**config.mk**
```make
export PLATFORM = sky130hd
export DESIGN_NAME = seg7_port_display
export DESIGN_NICKNAME = d
export VERILOG_FILES = /design/src/rtl/seg7_port_display_pkg.sv /design/src/rtl/seg7_port_display_bin2bcd_seq.sv /design/src/rtl/seg7_port_display.sv
export SDC_FILE = /design/constraint.sdc
export NUM_CORES = 1
export LEC_CHECK = 0
export CAP_MARGIN = 5
export CORE_AREA = 2 2 126 128
export CTS_CLUSTER_DIAMETER = 200
export DETAILED_ROUTE_END_ITERATION = 6
export DIE_AREA = 0 0 128 130
export GPL_ROUTABILITY_DRIVEN = 0
export RECOVER_POWER = 50
export SLEW_MARGIN = 20
export SYNTH_ARGS = -nofsm -noshare
export SYNTH_HDL_FRONTEND = slang
export SYNTH_SLANG_ARGS = --single-unit
```
**constraint.sdc**
```tcl
create_clock -name clock -period 4.95 [get_ports clock]
set_input_delay 0.7425 -clock clock [delete_from_list [all_inputs] [get_ports clock]]
set_output_delay 0.7425 -clock clock [all_outputs]
set_load 0.02 [all_outputs]
```
**src/rtl/seg7_port_display_pkg.sv**
```systemverilog
// Shared constants for the port display: segment codes, converter states,
// clamp limits and small helpers used by the top and the converter.
package seg7_port_display_pkg;

  // Active-low segment patterns, bit order {g,f,e,d,c,b,a}.
  localparam logic [6:0] SEG_0     = 7'h40;
  localparam logic [6:0] SEG_1     = 7'h79;
  localparam logic [6:0] SEG_2     = 7'h24;
  localparam logic [6:0] SEG_3     = 7'h30;
  localparam logic [6:0] SEG_4     = 7'h19;
  localparam logic [6:0] SEG_5     = 7'h12;
  localparam logic [6:0] SEG_6     = 7'h02;
  localparam logic [6:0] SEG_7     = 7'h78;
  localparam logic [6:0] SEG_8     = 7'h00;
  localparam logic [6:0] SEG_9     = 7'h10;
  localparam logic [6:0] SEG_BLANK = 7'h7F;

  typedef enum logic [1:0] {
    ST_LOAD  = 2'd0,
    ST_SHIFT = 2'd1,
    ST_STORE = 2'd2
  } conv_state_e;

  localparam int BIN_W = 14;
  localparam int BCD_W = 16;

  localparam logic [BIN_W-1:0] LIM_2DIG = 14'd99;
  localparam logic [BIN_W-1:0] LIM_4DIG = 14'd9999;

  function automatic logic [6:0] seg_decode(input logic [3:0] d);
    logic [6:0] s;
    case (d)
      4'd0:    s = SEG_0;
      4'd1:    s = SEG_1;
      4'd2:    s = SEG_2;
      4'd3:    s = SEG_3;
      4'd4:    s = SEG_4;
      4'd5:    s = SEG_5;
      4'd6:    s = SEG_6;
      4'd7:    s = SEG_7;
      4'd8:    s = SEG_8;
      4'd9:    s = SEG_9;
      default: s = SEG_BLANK;
    endcase
    return s;
  endfunction

  // Unsigned saturation of a 32-bit port value to a displayable limit.
  function automatic logic [BIN_W-1:0] clamp(input logic [31:0] v,
                                             input logic [BIN_W-1:0] lim);
    logic [BIN_W-1:0] r;
    if (v > {{(32-BIN_W){1'b0}}, lim}) r = lim;
    else                              r = v[BIN_W-1:0];
    return r;
  endfunction

endpackage

```
**src/rtl/seg7_port_display_bin2bcd_seq.sv**
```systemverilog
// Sequential double-dabble converter: LOAD (1) + SHIFT (14) + STORE (1).
// start_i is level-sampled in LOAD; done_o is high for the single STORE cycle.
module bin2bcd_seq
  import seg7_port_display_pkg::*;
(
  input  logic              clock,
  input  logic              resetn,
  input  logic              start_i,
  input  logic [BIN_W-1:0]  bin_i,
  output logic              done_o,
  output logic [BCD_W-1:0]  bcd_o,
  output logic [1:0]        state_o
);

  conv_state_e        state_q, state_d;
  logic [BIN_W-1:0]   bin_q, bin_d;
  logic [BCD_W-1:0]   bcd_q, bcd_d;
  logic [3:0]         cnt_q, cnt_d;
  logic [BCD_W-1:0]   bcd_adj;
  logic [BCD_W+BIN_W-1:0] shifted;

  always_comb begin
    bcd_adj = bcd_q;
    for (int i = 0; i < BCD_W / 4; i++) begin
      if (bcd_q[4*i +: 4] >= 4'd5) bcd_adj[4*i +: 4] = bcd_q[4*i +: 4] + 4'd3;
    end
    shifted = {bcd_adj, bin_q} << 1;
  end

  always_comb begin
    state_d = state_q;
    bin_d   = bin_q;
    bcd_d   = bcd_q;
    cnt_d   = cnt_q;
    done_o  = 1'b0;
    case (state_q)
      ST_LOAD: begin
        if (start_i) begin
          bin_d   = bin_i;
          bcd_d   = '0;
          cnt_d   = 4'd0;
          state_d = ST_SHIFT;
        end
      end
      ST_SHIFT: begin
        bcd_d = shifted[BCD_W+BIN_W-1:BIN_W];
        bin_d = shifted[BIN_W-1:0];
        cnt_d = cnt_q + 4'd1;
        if (cnt_q == 4'(BIN_W - 1)) state_d = ST_STORE;
      end
      ST_STORE: begin
        done_o  = 1'b1;
        state_d = ST_LOAD;
      end
      default: state_d = ST_LOAD;
    endcase
  end

  always_ff @(posedge clock) begin
    if (!resetn) begin
      state_q <= ST_LOAD;
      bin_q   <= '0;
      bcd_q   <= '0;
      cnt_q   <= 4'd0;
    end else begin
      state_q <= state_d;
      bin_q   <= bin_d;
      bcd_q   <= bcd_d;
      cnt_q   <= cnt_d;
    end
  end

  assign bcd_o   = bcd_q;
  assign state_o = state_q;

endmodule

```
**src/rtl/seg7_port_display.sv**
```systemverilog
// Decimal 8-digit multiplexed display of three CPU output ports.
// Ports are converted one at a time; digits are scanned by a free-running divider.
module seg7_port_display
  import seg7_port_display_pkg::*;
#(
  parameter int SCAN_DIV = 50000,
  parameter int CNT_W    = 16
) (
  input  logic        clock,
  input  logic        resetn,
  input  logic [31:0] out_port0,
  input  logic [31:0] out_port1,
  input  logic [31:0] out_port2,
  output logic [6:0]  seg,
  output logic [7:0]  an,
  output logic        dp,
  output logic        frame_done
);

  logic [1:0]        p_q, p_d;
  logic [BIN_W-1:0]  conv_in;
  logic              conv_done;
  logic [BCD_W-1:0]  conv_bcd;
  logic [1:0]        conv_state;
  logic              store_en;
  logic [3:0]        dig_q [8];
  logic              frame_done_q;

  logic [CNT_W-1:0]  div_q, div_d;
  logic [2:0]        idx_q, idx_d;
  logic              div_wrap;
  logic [7:0]        an_q;
  logic [6:0]        seg_q;

  // Port mux and clamp; the converter only samples this in LOAD.
  always_comb begin
    conv_in = '0;
    case (p_q)
      2'd0:    conv_in = clamp(out_port0, LIM_2DIG);
      2'd1:    conv_in = clamp(out_port1, LIM_2DIG);
      default: conv_in = clamp(out_port2, LIM_4DIG);
    endcase
  end

  bin2bcd_seq u_conv (
    .clock   (clock),
    .resetn  (resetn),
    .start_i (1'b1),
    .bin_i   (conv_in),
    .done_o  (conv_done),
    .bcd_o   (conv_bcd),
    .state_o (conv_state)
  );

  assign store_en = conv_done && (conv_state == ST_STORE);

  always_comb begin
    p_d = p_q;
    if (store_en) p_d = (p_q == 2'd2) ? 2'd0 : p_q + 2'd1;
  end

  always_ff @(posedge clock) begin
    if (!resetn) begin
      p_q          <= 2'd0;
      frame_done_q <= 1'b0;
      for (int i = 0; i < 8; i++) dig_q[i] <= 4'd0;
    end else begin
      p_q          <= p_d;
      frame_done_q <= store_en && (p_q == 2'd2);
      if (store_en) begin
        case (p_q)
          2'd0: begin
            dig_q[7] <= conv_bcd[7:4];
            dig_q[6] <= conv_bcd[3:0];
          end
          2'd1: begin
            dig_q[5] <= conv_bcd[7:4];
            dig_q[4] <= conv_bcd[3:0];
          end
          default: begin
            dig_q[3] <= conv_bcd[15:12];
            dig_q[2] <= conv_bcd[11:8];
            dig_q[1] <= conv_bcd[7:4];
            dig_q[0] <= conv_bcd[3:0];
          end
        endcase
      end
    end
  end

  assign div_wrap = (div_q == CNT_W'(SCAN_DIV - 1));
  assign div_d    = div_wrap ? '0 : div_q + 1'b1;
  assign idx_d    = div_wrap ? idx_q + 3'd1 : idx_q;

  always_ff @(posedge clock) begin
    if (!resetn) begin
      div_q <= '0;
      idx_q <= 3'd0;
      an_q  <= 8'hFF;
      seg_q <= SEG_BLANK;
    end else begin
      div_q <= div_d;
      idx_q <= idx_d;
      an_q  <= ~(8'b1 << idx_q);
      seg_q <= seg_decode(dig_q[idx_q]);
    end
  end

  assign seg        = seg_q;
  assign an         = an_q;
  assign dp         = 1'b1;
  assign frame_done = frame_done_q;

endmodule
```
Word-level counts from Yosys, hierarchy flattened:

Memory sizes are Yosys's and may differ from the RTL's. A register that Yosys moved wholly into a read port is not among the register bits.
Index checks and enable logic that the tools add are counted.

* RAM bits: 32
* memories kept: 2
* bits in read-only memories: 112
* output and inout bits: 17
* bits in registers: 66
* word-level logic and storage cells: 90
* input bits: 98

Memory list
* (no name shown): words 16, width 7, read ports 1, clocked after memory_dff 1, write ports 0, RTL line seg7_port_display_pkg.sv:32 `case (d)`
* dig_q: words 8, width 4, read ports 1, clocked after memory_dff 1, write ports 8, RTL line seg7_port_display.sv:26 `logic [3:0] dig_q [8];`

* magnitude comparators: 7
* $add $sub $neg: 8
* multiplexer cells: 38
* shift operators: 1
* bitwise operators: 10
* reduce and logical (&&, ||, !) cells: 8
* equal/unequal tests: 7

Operators with widths (number)
* 32-bit by 7-bit greater-than comparator with 1-bit output, second input constant: 2
* 14-bit one-hot mux with 2 select lines: 2
* 4-bit 2-to-1 mux: 11
* 14-bit 2-to-1 mux: 3
* 32-bit by 14-bit greater-than comparator with 1-bit output, second input constant: 1
* 16-bit one-hot mux with 2 select lines: 1
* 16-bit by 1-bit adder with 16-bit output, second input constant: 1
* 16-bit equality test, second input constant: 1
* 4-bit by 3-bit greater-or-equal comparator with 1-bit output, second input constant: 4
* 1-bit 2-to-1 mux: 14
* 4-bit by 2-bit adder with 4-bit output, second input constant: 3
* 3-bit 2-to-1 mux: 3
* 8-bit inverter: 1
* 1-bit bitwise OR: 8
* 4-bit one-hot mux with 2 select lines: 1
* 1-bit by 3-bit << shifter with 8-bit output, first input constant: 1
* 4-bit by 1-bit adder with 4-bit output, second input constant: 1
* 2-bit by 1-bit equality test with 1-bit output, second input constant: 2
* 2-bit equality test, second input constant: 2
* 4-bit equality test, second input constant: 1
* 2-bit logical NOT: 2
* 2-bit 2-to-1 mux: 2
* 2-bit one-hot mux with 2 select lines: 1
* 2-bit OR reduction: 2
* other kinds (8): 9

Depth between registers and ports, before layout:

Gate-level depths: netlist (run 1).

* depth after elaboration: 7
* gate-level depth with buffers: 9
* mapped depth without buffers: 8

Cells and area by module:

A second synthesis (run 1) with hierarchy kept.

* cells, all modules: 539
* area total of the unflattened synthesis: 5382.7 um^2

By module, submodules not included
* seg7_port_display: cells each 337, sequential area each 1761.7 um^2, instances 1, area each 3623.5 um^2
* bin2bcd_seq: cells each 202, sequential area each 720.7 um^2, instances 1, area each 1759.2 um^2

Worst setup path after synthesis (run 1):

Ideal clock, no wire load.

* path kind: input port to flip-flop
* from: input port resetn
* to: memory dig_q[0][0] (enable)
* data required time: 4.486 ns
* setup slack: 2.676 ns
* data arrival time: 1.810 ns
* path buffers: 2
* stages on the path: 3
* setup time: 0.464 ns
* cell sequence: clkbuf_1 clkbuf_1 o21ai_0

RTL lines
* from (decl): RTL line seg7_port_display.sv:10 `input logic resetn,`
* to (decl): RTL line seg7_port_display.sv:26

==> impl_results.rst, run 1 <==
.. list-table::
   :header-rows: 1

   * - Metric
     - Value
   * - Total CTS buffers
     - 9
   * - Area inside the core boundary
     - 15400 µm²
   * - Vias in the first global route
     - 4236
   * - Drc violations
     - 0
   * - Number of buffers added on ports
     - 113
   * - Final core occ
     - 44.5%
   * - Routed wire length
     - 12000 µm
   * - # hold bufs at CTS
     - 0
   * - CTS tree
     - built
   * - Count of antenna-violating nets left after detailed routing
     - 0
   * - Clock input transition at the sequential cells of the worst setup and hold paths
     - around 0.07 ns
   * - Pleak
     - roughly 2.4 nW
   * - Relative slew slack
     - 28.4%
   * - Endpoint with the worst hold slack
     - div_q[0]
   * - Max Root-Sink Buffers
     - 2
   * - FF-to-FF setup slack
     - 2.30 ns
   * - Area growth, synth to finish
     - 29.8%
   * - Latest clock arrival within the worst-skew pair
     - approximately 0.35 ns
   * - Min cycle time layout
     - between 2 and 3 ns
   * - Clock sink count
     - 108
   * - Final HPWL from detailed placement
     - 9440 µm
   * - DIE AREA
     - around 17000 µm²
   * - Power per unit of standard cell area
     - 256 nW/µm²
   * - Cell accounting for the most synthesized area
     - dfxtp_1
   * - YS warnings
     - 0
   * - Number of gates resized after CTS
     - 0
   * - Worst setup EP type
     - flip-flop
   * - Cell at the root of the clock tree
     - clkbuf_16
   * - Width of the die
     - between 100 and 150 µm
   * - Post-Syn Area
     - 5280 µm²
   * - FF-to-FF path depth
     - 5
   * - Cell types with the highest counts after synthesis
     - dfxtp_1, nand2_1, nor2_1
   * - Count of routing violations after the opening detailed-route iteration
     - 260
   * - DR vias
     - 4249
   * - Hold Violations, Final
     - 0
   * - Unrepaired setup endpoints after global routing
     - false
   * - Number of placed I/O pins
     - 115
   * - Type of origin of the critical path
     - input pin
   * - Share of synthesized registers carrying an async set or reset
     - 0%
   * - Effective utilization at floorplan
     - 34.3%
   * - Number of enable-type register cells in the synthesized netlist
     - 32
   * - Post-route clock period utilization
     - 55.4%
   * - Cell count after synthesis
     - 545
   * - Die Y
     - 130 µm
   * - Register area
     - 2480 µm²
   * - Post-synth top area share
     - 28.8%
   * - Global-route congestion overflow total
     - 0
   * - Main flop type after synthesis
     - dfxtp_1
   * - Share of synthesized area occupied by flip-flops and latches
     - 47.0%
   * - Maximum fanout count along the critical path
     - 17
   * - H-tree depth
     - 3
   * - Worst Max-Slew Pin Slew
     - 1.07 ns
   * - Number of distinct library cells after synthesis
     - between 50 and 60
   * - Total power of the final layout
     - 0.00176 W
   * - Most area-consuming cells after synthesis
     - dfxtp_1, edfxtp_1, ha_1
   * - Mapped Avg Cell Area
     - 9.70 µm²
   * - Std cell rows
     - 46
   * - Largest clock skew in the final design
     - between 0.009 and 0.01 ns
   * - Kind of path behind the tightest hold check
     - flip-flop to flip-flop
   * - Number of pins exceeding their max-slew limit in the final report
     - 0
   * - Post-CTS Repair Setup Buffers
     - 0
   * - Register bit count reported by yosys
     - 108
   * - Number of antenna violations at the first check in global routing
     - 0
   * - Count of endpoints failing setup in the final report
     - 0
   * - Total Negative Setup Slacks
     - 0 ns
   * - Peak supply drop
     - 0.183 mV
   * - Vias per inst
     - around 5
   * - Number of instances on the worst hold path
     - 1
   * - Start point of the worst min-delay path
     - div_q[0]
   * - Maximum achievable frequency
     - 365 MHz
   * - Run status
     - finished clean
   * - Number of nets in the layout
     - between 700 and 800
   * - Worst EP arrival
     - just under 3 ns
   * - Synthesized Nets
     - 665
   * - Average detailed-routed wire length per instance
     - 14.2 µm
   * - Fillers
     - 1449
   * - Reg-to-reg endpoint
     - u_conv.bcd_o[15]
   * - Largest net degree at the start of global routing
     - between 50 and 60
   * - Crit Path Class
     - input pin to flip-flop
   * - Number of detailed-route iterations in the first pass
     - 4
   * - First-pass GRT wire length
     - 20000 µm
   * - Cell with the most instances after synthesis
     - dfxtp_1
   * - Number of antenna cells inserted
     - 0
   * - Data required time of the worst path
     - 5.16 ns
   * - Overall track demand over capacity in global routing
     - 15.1%
   * - Multi-input combinational cell area
     - 2630 µm²
   * - Share of final-layout standard cells stronger than drive strength 1
     - 3.96%
   * - Reg-to-reg critical path startpoint
     - u_conv.state_o[0]
   * - Maxcap violations
     - 0
worst max path at each step:
stage	start	to	slack [ns]	cells past startpoint
after detailed placement	resetn	dig_q[2][1]	2.04	4
after floorplan	resetn	dig_q[0][0]	2.68	3
final	resetn	dig_q[2][1]	2.21	4
after global placement	resetn	dig_q[3][1]	2.09	4
after global routing	resetn	dig_q[2][2]	1.89	4
after CTS	u_conv.state_o[0]	u_conv.bcd_o[15]	2.28	5
through the flow:
stage | cell area (µm²) | hold WS (ns) | setup WS, ns | std cells
floorplan | 5280 | 0.418 | 2.68 | 545
global placement | 6590 | 0.427 | 2.09 | 833
detailed placement | 6590 | 0.449 | 2.04 | 833
CTS | 6860 | 0.464 | 2.28 | 849
global route | 6860 | 0.481 | 1.89 | 849
finish | 6860 | 0.463 | 2.21 | 849
cell type report:
class,count,area share (%)
clock inverter,6,0.657
clock buffer,10,3.34
multi-input combinational,396,38.4
timing repair buffer,116,16.8
tap,192,3.50
inverter,21,1.15
sequential,108,36.2
state kept, by name, indices dropped and copies added, names as in the netlist, named ones only:
register,flops
div_q,16
u_conv.bin_q,14
idx_q,3
u_conv.bcd_o,16
an,8
p_q,2
u_conv.state_o,2
u_conv.cnt_q,4
seg,7
frame_done,1
dig_q,32
placed cells by master (no fill, tap or decap), types with 4 or more instances in the layout:
cell / synthesis / final
xnor2_1: 15 / 15
inv_1: 21 / 21
nand4_1: 7 / 7
nor2b_1: 10 / 10
nand2b_1: 8 / 8
a31oi_1: 11 / 11
nor3_1: 12 / 12
a22o_1: 4 / 4
mux4_1: 6 / 6
edfxtp_1: 32 / 32
a21boi_0: 8 / 8
dlygate4sd3_1: 0 / 17
dfxtp_1: 76 / 76
mux2i_1: 5 / 5
nor4_1: 15 / 15
clkbuf_16: 0 / 9
or3_1: 4 / 4
clkdlybuf4s50_1: 0 / 96
and2_0: 0 / 4
a21oi_1: 16 / 16
ha_1: 22 / 22
nand2_1: 50 / 50
nand3_1: 17 / 17
a22oi_1: 10 / 10
nor2_1: 48 / 48
o21ai_0: 39 / 39
xor2_1: 5 / 5
and2_1: 38 / 34
and3_1: 4 / 4
metal layers:
layer | GRT usage (%) | wire (µm)
met1 | 17.8 | 5260
met2 | 27.6 | 6240
met3 | 3.40 | 375
met4 | 4.33 | 150
met5 | 0 | 0
logic make-up after synthesis:
| kind of cell | count (synthesis) | share of synthesized area (%) |
|---|---|---|
| compound gates | 112 | 13.6 |
| buf+inv | 41 | 3.20 |
| mux | 16 | 5.92 |
| flops | 108 | 47.0 |
| other cells | 1 | 0.0710 |
| fa+ha+maj | 22 | 5.21 |
| simple gates | 225 | 21.7 |
| xor+xnor | 20 | 3.32 |
power by group:
part | total [W] | leakage, nW | switching (W) | internal, W
registers | 0.000939 | 0.942 | 0.0000102 | 0.000928
clock network | 0.000663 | 0.128 | 0.000318 | 0.000345
logic | 0.000154 | 1.32 | 0.0000585 | 0.0000950
worst max-delay path, stage by stage:
cell and delay [ns]:
dlygate4sd3_1 0.58, and2_0 0.70, nor2b_1 0.70, and2_1 0.22
No activity file was read; power rests on OpenSTA's default activity.
==> run 2: changes to the inputs <==
==> constraint.sdc (replaced) <==
create_clock -name clock -period 2.7 [get_ports clock]
set_input_delay 0.405 -clock clock [delete_from_list [all_inputs] [get_ports clock]]
set_output_delay 0.405 -clock clock [all_outputs]
set_load 0.02 [all_outputs]
==> run 2 against run 1 <==
Power up 90%. Sequential power up 83%. Cell area up 0.82%. Clock-buffer cell count down 1. Critical path depth up 4. Largest cell class unchanged. Critical endpoint is now seg[5]. Core utilization up 0.36 points. Routed wire length up 2.0%. Sequential share of layout area down 0.29 points. Hold slack worse by 0.0043 ns.
==> impl_results.rst, run 2 (same netlist as run 1, synthesis figures left out) <==
.. list-table::
   :header-rows: 1

   * - Metric
     - Value
   * - Peak supply drop
     - 0.336 mV (+83%)
   * - Post-placement worst setup slack
     - 0.370 ns (-1.67 ns)
   * - CTS tree
     - built
   * - Largest net degree at the start of global routing
     - 28 (-45%)
   * - Worst Max-Slew Pin Slew
     - 0.997 ns (-0.0746 ns)
   * - Routed wire length
     - 12300 µm (+2.0%)
   * - H-tree depth
     - 3 (unchanged)
   * - Vias per inst
     - 5.03 (+0.58%)
   * - Clock sink count
     - 108 (unchanged)
   * - Final Hold Slack
     - 0.458 ns (-0.00435 ns)
   * - Worst setup EP type
     - flip-flop
   * - Worst EP arrival
     - 2.50 ns (-0.45 ns)
   * - Average detailed-routed wire length per instance
     - 14.4 µm (+1.4%)
   * - Count of endpoints failing setup in the final report
     - 0 (unchanged)
   * - Met2 demand-to-capacity share in global routing
     - 27.6% (+0.063 points)
   * - Count of routing violations after the opening detailed-route iteration
     - 201 (-23%)
   * - Number of pins exceeding their max-slew limit in the final report
     - 0 (unchanged)
   * - Pleak
     - 2.41 nW (+1.1%)
   * - Maxcap violations
     - 0 (unchanged)
   * - Type of origin of the critical path
     - flip-flop
   * - Width of the die
     - 128 µm (unchanged)
   * - Number of antenna cells inserted
     - 0 (unchanged)
   * - DR vias
     - 4299 (+1.2%)
   * - FF-to-FF setup slack
     - 0.39 ns (-1.91 ns)
   * - Area inside the core boundary
     - 15400 µm² (unchanged)
   * - Endpoint with the worst hold slack
     - div_q[0]
   * - Start point of the worst min-delay path
     - div_q[0]
   * - Post-route clock period utilization
     - 85.6%
   * - Largest clock skew in the final design
     - 0.00826 ns (-0.00114 ns)
   * - Post-placement cell count
     - 838 (+0.60%)
   * - Latest clock arrival within the worst-skew pair
     - 0.35 ns (about the same)
   * - Number of nets in the layout
     - 777 (+0.65%)
   * - Layer with the highest usage
     - met2
   * - Total Negative Setup Slacks
     - 0 ns (unchanged)
   * - Area growth, synth to finish
     - 30.9%
   * - Cell at the root of the clock tree
     - clkbuf_16
   * - Largest register FFs
     - 32 (unchanged)
   * - Fillers
     - 1480 (+2.1%)
   * - Max Root-Sink Buffers
     - 2 (unchanged)
   * - Relative slew slack
     - 33.5% (+5.1 points)
   * - Biggest cell delay along the critical path
     - 0.67 ns (-0.03 ns)
   * - Count of antenna-violating nets left after detailed routing
     - 0 (unchanged)
   * - Number of placed I/O pins
     - 115 (unchanged)
   * - Cell mode on critical path
     - inv_1
   * - Number of gates resized after CTS
     - 0 (unchanged)
   * - Number of antenna violations at the first check in global routing
     - 0 (unchanged)
   * - Min cycle time layout
     - approximately 2.3 ns
   * - Commonest cells after routing, fill and taps aside
     - clkdlybuf4s50_1, dfxtp_1, nand2_1, nor2_1, o21ai_0
   * - Run status
     - finished clean
   * - Power per unit of standard cell area
     - 481 nW/µm² (+88%)
   * - Cell with the biggest individual delay on the critical path
     - mux4_1
   * - Total CTS buffers
     - 9 (unchanged)
   * - FF-to-FF path depth
     - 8 (+3)
   * - Worst path cell trace
     - mux4_1, mux2i_4, inv_1, ha_1, inv_1, mux2i_1, nor2_1, o21ai_1
   * - First-pass GRT wire length
     - 20700 µm (+3.5%)
   * - Post-CTS Repair Setup Buffers
     - 0 (unchanged)
   * - Maximum fanout count along the critical path
     - 8 (-9)
   * - Hold Violations, Final
     - 0 (unchanged)
   * - Most common library cell in the layout ignoring fill and taps
     - clkdlybuf4s50_1
   * - Die Y
     - 130 µm (unchanged)
   * - Std cell rows
     - 46 (unchanged)
   * - Number of instances on the worst hold path
     - 1 (unchanged)
   * - Crit-path leading delay family
     - multiplexers
   * - Top register by number of flip-flops
     - dig_q
   * - Share of final-layout standard cells stronger than drive strength 1
     - 4.53% (+0.57 points)
   * - Clock input transition at the sequential cells of the worst setup and hold paths
     - 0.07 ns (about the same)
   * - Effective utilization at floorplan
     - 34.3% (unchanged)
   * - Drc violations
     - 0 (unchanged)
   * - Worst setup margin
     - 0.390 ns (-1.82 ns)
   * - Crit Path Class
     - flip-flop to flip-flop
   * - WP buf/inv
     - 2 (+1)
   * - DIE AREA
     - 16600 µm² (unchanged)
   * - Global-route congestion overflow total
     - 0 (unchanged)
   * - Global routing usage on met1
     - 18.5% (+0.78 points)
   * - Reg-to-reg endpoint
     - seg[5]
   * - Maximum achievable frequency
     - 433 MHz
   * - Vias in the first global route
     - 4288 (+1.2%)
   * - Data required time of the worst path
     - 2.89 ns (-2.27 ns)
   * - Kind of path behind the tightest hold check
     - flip-flop to flip-flop
   * - Number of buffers added on ports
     - 113 (unchanged)
   * - Number of standard cells in the final layout excluding fillers
     - 854 (+0.59%)
   * - # hold bufs at CTS
     - 0 (unchanged)
   * - Unrepaired setup endpoints after global routing
     - false
   * - Overall track demand over capacity in global routing
     - 15.4% (+0.32 points)
   * - Final HPWL from detailed placement
     - 9560 µm (+1.2%)
   * - Number of detailed-route iterations in the first pass
     - 4 (unchanged)
   * - Met3 track demand over resource
     - 2.95% (-0.45 points)
## run 2: cell types whose count changed in the layout (fill, tap and decap cells not counted), sizes merged
cell      previous run  this run
buf                  2         5
clkinv               1         4
inv                 24        23
clkinvlp             2         0
bufinv               0         1
clkbuf              11        12
## run 2: layout make-up
class	count	area, µm²	share of cell area (%)
clock buffers	9	225	3.26
clock inverters	7	75.1	1.09
inverters	21	78.8	1.14
multi-input cells	396	2630	38.1
flip-flops and latches	108	2480	35.9
well taps	192	240	3.47
repair buffers	121	1180	17.1
## run 2: power breakdown
part | internal, W | switching, W | total (W)
Combinational | 0.000176 | 0.000108 | 0.000284
Clock | 0.000728 | 0.000596 | 0.00132
Sequential | 0.00170 | 0.0000192 | 0.00172
Total | 0.00261 | 0.000723 | 0.00333
## run 2: metrics by stage
stage | util [%] | power (W) | instance area, µm²
after floorplan | - | 0.00185 | 5280
after global placement | 43.0 | 0.00204 | 6630
after detailed placement | 43.0 | 0.00205 | 6630
after CTS | 44.9 | 0.00338 | 6930
after global routing | 44.8 | 0.00346 | 6910
final | 44.8 | 0.00333 | 6910
## run 2: metal layers
layer,up-vias,share of wire (%)
li1,2182,-
met1,2018,44
met2,85,51
met3,14,3.0
met4,0,1.6
met5,-,0
## run 2: how the worst max path moves through the flow
| stage | cells past startpoint | start | endpoint | slack, ns |
|---|---|---|---|---|
| floorplan | 3 | u_conv.state_o[1] | dig_q[0][0] | 0.53 |
| global placement | 5 | out_port2[18] | u_conv.bin_q[0] | 0.42 |
| detailed placement | 5 | out_port2[18] | u_conv.bin_q[6] | 0.37 |
| CTS | 8 | flip-flop | seg[5] | 0.41 |
| global route | 4 | resetn | div_q[0] | 0.17 |
| finish | 8 | flip-flop | seg[5] | 0.39 |
==> run 3: changes to the inputs <==
--- a/config.mk
+++ b/config.mk
@@ -5,13 +5,14 @@
 export SDC_FILE = /design/constraint.sdc
 export NUM_CORES = 1
 export LEC_CHECK = 0
+export ABC_AREA = 1
 export CAP_MARGIN = 5
-export CORE_AREA = 2 2 126 128
+export CORE_AREA = 2 2 109 153
 export CTS_CLUSTER_DIAMETER = 200
 export DETAILED_ROUTE_END_ITERATION = 6
-export DIE_AREA = 0 0 128 130
+export DIE_AREA = 0 0 111 155
 export GPL_ROUTABILITY_DRIVEN = 0
-export RECOVER_POWER = 50
+export RECOVER_POWER = 25
 export SLEW_MARGIN = 20
 export SYNTH_ARGS = -nofsm -noshare
 export SYNTH_HDL_FRONTEND = slang
==> run 3 against run 2 <==
Global-route usage is 0.65 points lower. First-iteration DRC count is 17% higher. Clock skew hardly changed.
==> impl_results.rst, run 3 <==
.. list-table::
   :header-rows: 1

   * - Metric
     - Value
   * - Run status
     - finished clean
   * - Worst setup EP type
     - flip-flop
   * - First-pass GRT wire length
     - 21200 µm (+2.5%)
   * - YS warnings
     - 0 (unchanged)
   * - Area growth, synth to finish
     - 30.7%
   * - Cell accounting for the most synthesized area
     - dfxtp_1
   * - Cell internal power dissipation
     - 0.00279 W (+7.2%)
   * - Cell count after synthesis
     - 697 (+28%)
   * - Number of buffers added on ports
     - 113 (unchanged)
   * - Share of final-layout standard cells stronger than drive strength 1
     - 6.26% (+1.7 points)
   * - Largest net degree at the start of global routing
     - 24 (-14%)
   * - Post-placement cell count
     - 998 (+19%)
   * - Worst Max-Slew Pin Slew
     - 1.26 ns (+0.264 ns)
   * - Proportion of power drawn by flip-flops and latches
     - 48.7% (-3.0 points)
   * - Post-CTS Repair Setup Buffers
     - 0 (unchanged)
   * - Count of endpoints failing setup in the final report
     - 0 (unchanged)
   * - Number of pins exceeding their max-slew limit in the final report
     - 0 (unchanged)
   * - CTS tree
     - built
   * - Final HPWL from detailed placement
     - 9560 µm (about the same)
   * - Synthesized Nets
     - 817 (+23%)
   * - Cell at the root of the clock tree
     - clkbuf_16
   * - Most common library cell in the layout ignoring fill and taps
     - nor2_1
   * - Mapped Avg Cell Area
     - 7.83 µm² (-19%)
   * - Worst EP arrival
     - 2.46 ns (-0.04 ns)
   * - Number of gates resized after CTS
     - 0 (unchanged)
   * - Maxcap violations
     - 0 (unchanged)
   * - Count of routing violations after the opening detailed-route iteration
     - 235 (+17%)
   * - Net switching power of the design
     - 0.000727 W (+0.54%)
   * - Power per unit of standard cell area
     - 494 nW/µm² (+2.6%)
   * - Number of placed I/O pins
     - 115 (unchanged)
   * - DR vias
     - 4744 (+10%)
   * - Routed wire length
     - 12100 µm (-1.2%)
   * - Peak supply drop
     - 0.324 mV (-3.5%)
   * - Share of synthesized area occupied by flip-flops and latches
     - 45.5% (-1.5 points)
   * - Unrepaired setup endpoints after global routing
     - false
   * - Share of synthesized registers carrying an async set or reset
     - 0% (unchanged)
   * - Number of enable-type register cells in the synthesized netlist
     - 32 (unchanged)
   * - Vias in the first global route
     - 4762 (+11%)
   * - Relative slew slack
     - 15.9% (-18 points)
   * - Final Hold Slack
     - 0.451 ns (-0.00725 ns)
   * - Vias per inst
     - 4.68 (-7.1%)
   * - Number of nets in the layout
     - 930 (+20%)
   * - Data required time of the worst path
     - 2.92 ns (+0.03 ns)
   * - Min cycle time layout
     - 2.24 ns (-0.0707 ns)
   * - Max Root-Sink Buffers
     - 2 (unchanged)
   * - # hold bufs at CTS
     - 0 (unchanged)
   * - Cell types with the highest counts after synthesis
     - nor2_1, inv_1, nand2_1
   * - Number of standard cells in the final layout excluding fillers
     - 1014 (+19%)
   * - FF-to-FF setup slack
     - 0.53 ns (+0.14 ns)
   * - Largest register FFs
     - 32 (unchanged)
   * - Total Negative Setup Slacks
     - 0 ns (unchanged)
   * - Std cell rows
     - 55 (+20%)
   * - Average detailed-routed wire length per instance
     - 12.0 µm (-17%)
   * - Crit Path Class
     - input pin to flip-flop
   * - Main flop type after synthesis
     - dfxtp_1
   * - Switching share of total power
     - 20.6% (-1.1 points)
   * - Effective utilization at floorplan
     - 34.3% (+0.070 points)
   * - Cell with the most instances after synthesis
     - nor2_1
   * - Post-route clock period utilization
     - 83.0% (-2.6 points)
   * - Maximum achievable frequency
     - 446 MHz (+3.2%)
   * - Overall track demand over capacity in global routing
     - 14.7% (-0.65 points)
   * - Hold Violations, Final
     - 0 (unchanged)
   * - Area inside the core boundary
     - 15900 µm² (+3.1%)
   * - Pleak
     - 2.62 nW (+8.7%)
   * - DIE AREA
     - 17200 µm² (+3.4%)
   * - Number of antenna violations at the first check in global routing
     - 0 (unchanged)
   * - Clock Power Share
     - 42.6% (+2.8 points)
   * - Type of origin of the critical path
     - input pin
   * - Total CTS buffers
     - 9 (unchanged)
   * - Kind of path behind the tightest hold check
     - flip-flop to flip-flop
   * - Global-route congestion overflow total
     - 0 (unchanged)
   * - Die Y
     - 155 µm (+19%)
   * - Largest clock skew in the final design
     - 0.00816 ns (-0.000101 ns)
   * - Drc violations
     - 0 (unchanged)
   * - Clock sink count
     - 108 (unchanged)
   * - Post-Syn Area
     - 5460 µm² (+3.3%)
   * - Most area-consuming cells after synthesis
     - dfxtp_1, edfxtp_1, nor2_1
   * - Commonest cells after routing, fill and taps aside
     - nor2_1, inv_1, clkdlybuf4s50_1, nand2_1, dfxtp_1
   * - Clock input transition at the sequential cells of the worst setup and hold paths
     - 0.07 ns (about the same)
   * - Number of detailed-route iterations in the first pass
     - 4 (unchanged)
   * - Count of antenna-violating nets left after detailed routing
     - 0 (unchanged)
   * - Width of the die
     - 111 µm (-13%)
   * - Register bit count reported by yosys
     - 108 (unchanged)
   * - Fillers
     - 1597 (+7.9%)
   * - Relative contribution of combinational cells to total power
     - 8.7% (+0.2 points)
   * - Post-synth top area share
     - 27.9% (-0.91 points)
   * - Number of distinct library cells after synthesis
     - 50 (-11%)
   * - Latest clock arrival within the worst-skew pair
     - 0.35 ns (about the same)
   * - Number of antenna cells inserted
     - 0 (unchanged)
   * - H-tree depth
     - 3 (unchanged)
   * - Maximum fanout count along the critical path
     - 23 (+15)
   * - Top register by number of flip-flops
     - dig_q
-- run 3: changes by cell type after synthesis, sizes merged, moves of 14 or more --
cell | before | now
nor2 | 48 | 142
inv | 21 | 102
nand2 | 50 | 92
and2 | 38 | 1
nand3 | 17 | 53
o22ai | 0 | 26
xnor2 | 15 | 1
-- run 3: critical path, stage by stage --
cell and delay, ns:
dlygate4sd3_1 0.68, inv_1 0.12, clkbuf_1 0.93, nor2_1 0.11
nand3_1 0.13, o22ai_1 0.06
-- run 3: path summary, 6_finish.rpt --
path                            startpoint              end  cells past startpoint
worst max-delay path                resetn  u_conv.bin_q[0]                      6
worst min register to register    div_q[0]         div_q[0]                      1
worst min-delay path              div_q[0]         div_q[0]                      1
worst max register to register   flip-flop           seg[6]                     10
-- run 3: stage by stage --
step / cell area (µm²) / util, % / setup slack, ns / power (W)
floorplan: 5460 / - / 0.336 / 0.00188
global placement: 6790 / 42.7 / 0.573 / 0.00207
detailed placement: 6790 / 42.7 / 0.521 / 0.00207
CTS: 7150 / 45.0 / 0.509 / 0.00357
global route: 7130 / 44.9 / 0.233 / 0.00366
finish: 7130 / 44.9 / 0.460 / 0.00352
-- run 3: area by class of cell --
class | instances | area, µm² | area share [%]
clock buffer | 13 | 314 | 4.40
timing repair buffer | 120 | 1170 | 16.4
tap | 199 | 249 | 3.49
multi-input combinational | 469 | 2480 | 34.8
sequential | 108 | 2480 | 34.8
inverter | 102 | 388 | 5.44
clock inverter | 3 | 43.8 | 0.614
-- run 3: cells by family after synthesis --
kind of cell | Yosys count | share of synthesized area [%]
buffers and inverters | 120 | 8.94
other | 1 | 0.0687
adder cells (fa/ha/maj) | 22 | 5.04
AND/OR/NAND/NOR | 318 | 26.0
flip-flops | 108 | 45.5
AO/OA/AOI/OAI | 124 | 13.8
XOR/XNOR | 4 | 0.642
-- run 3: layer usage --
| layer | GRT usage, % | wire (µm) |
|---|---|---|
| met5 | 0 | 0 |
| met4 | 5.71 | 219 |
| met3 | 2.77 | 503 |
| met1 | 16.3 | 5010 |
| met2 | 27.7 | 6390 |
-- run 3: power by group through the flow --
stage / Sequential [W] / Clock (W) / Combinational (W)
after floorplan: 0.00176 / 0 / 0.000116
after global placement: 0.00175 / 0 / 0.000313
after detailed placement: 0.00175 / 0 / 0.000316
after CTS: 0.00172 / 0.00154 / 0.000317
after global routing: 0.00172 / 0.00160 / 0.000344
final: 0.00172 / 0.00150 / 0.000307
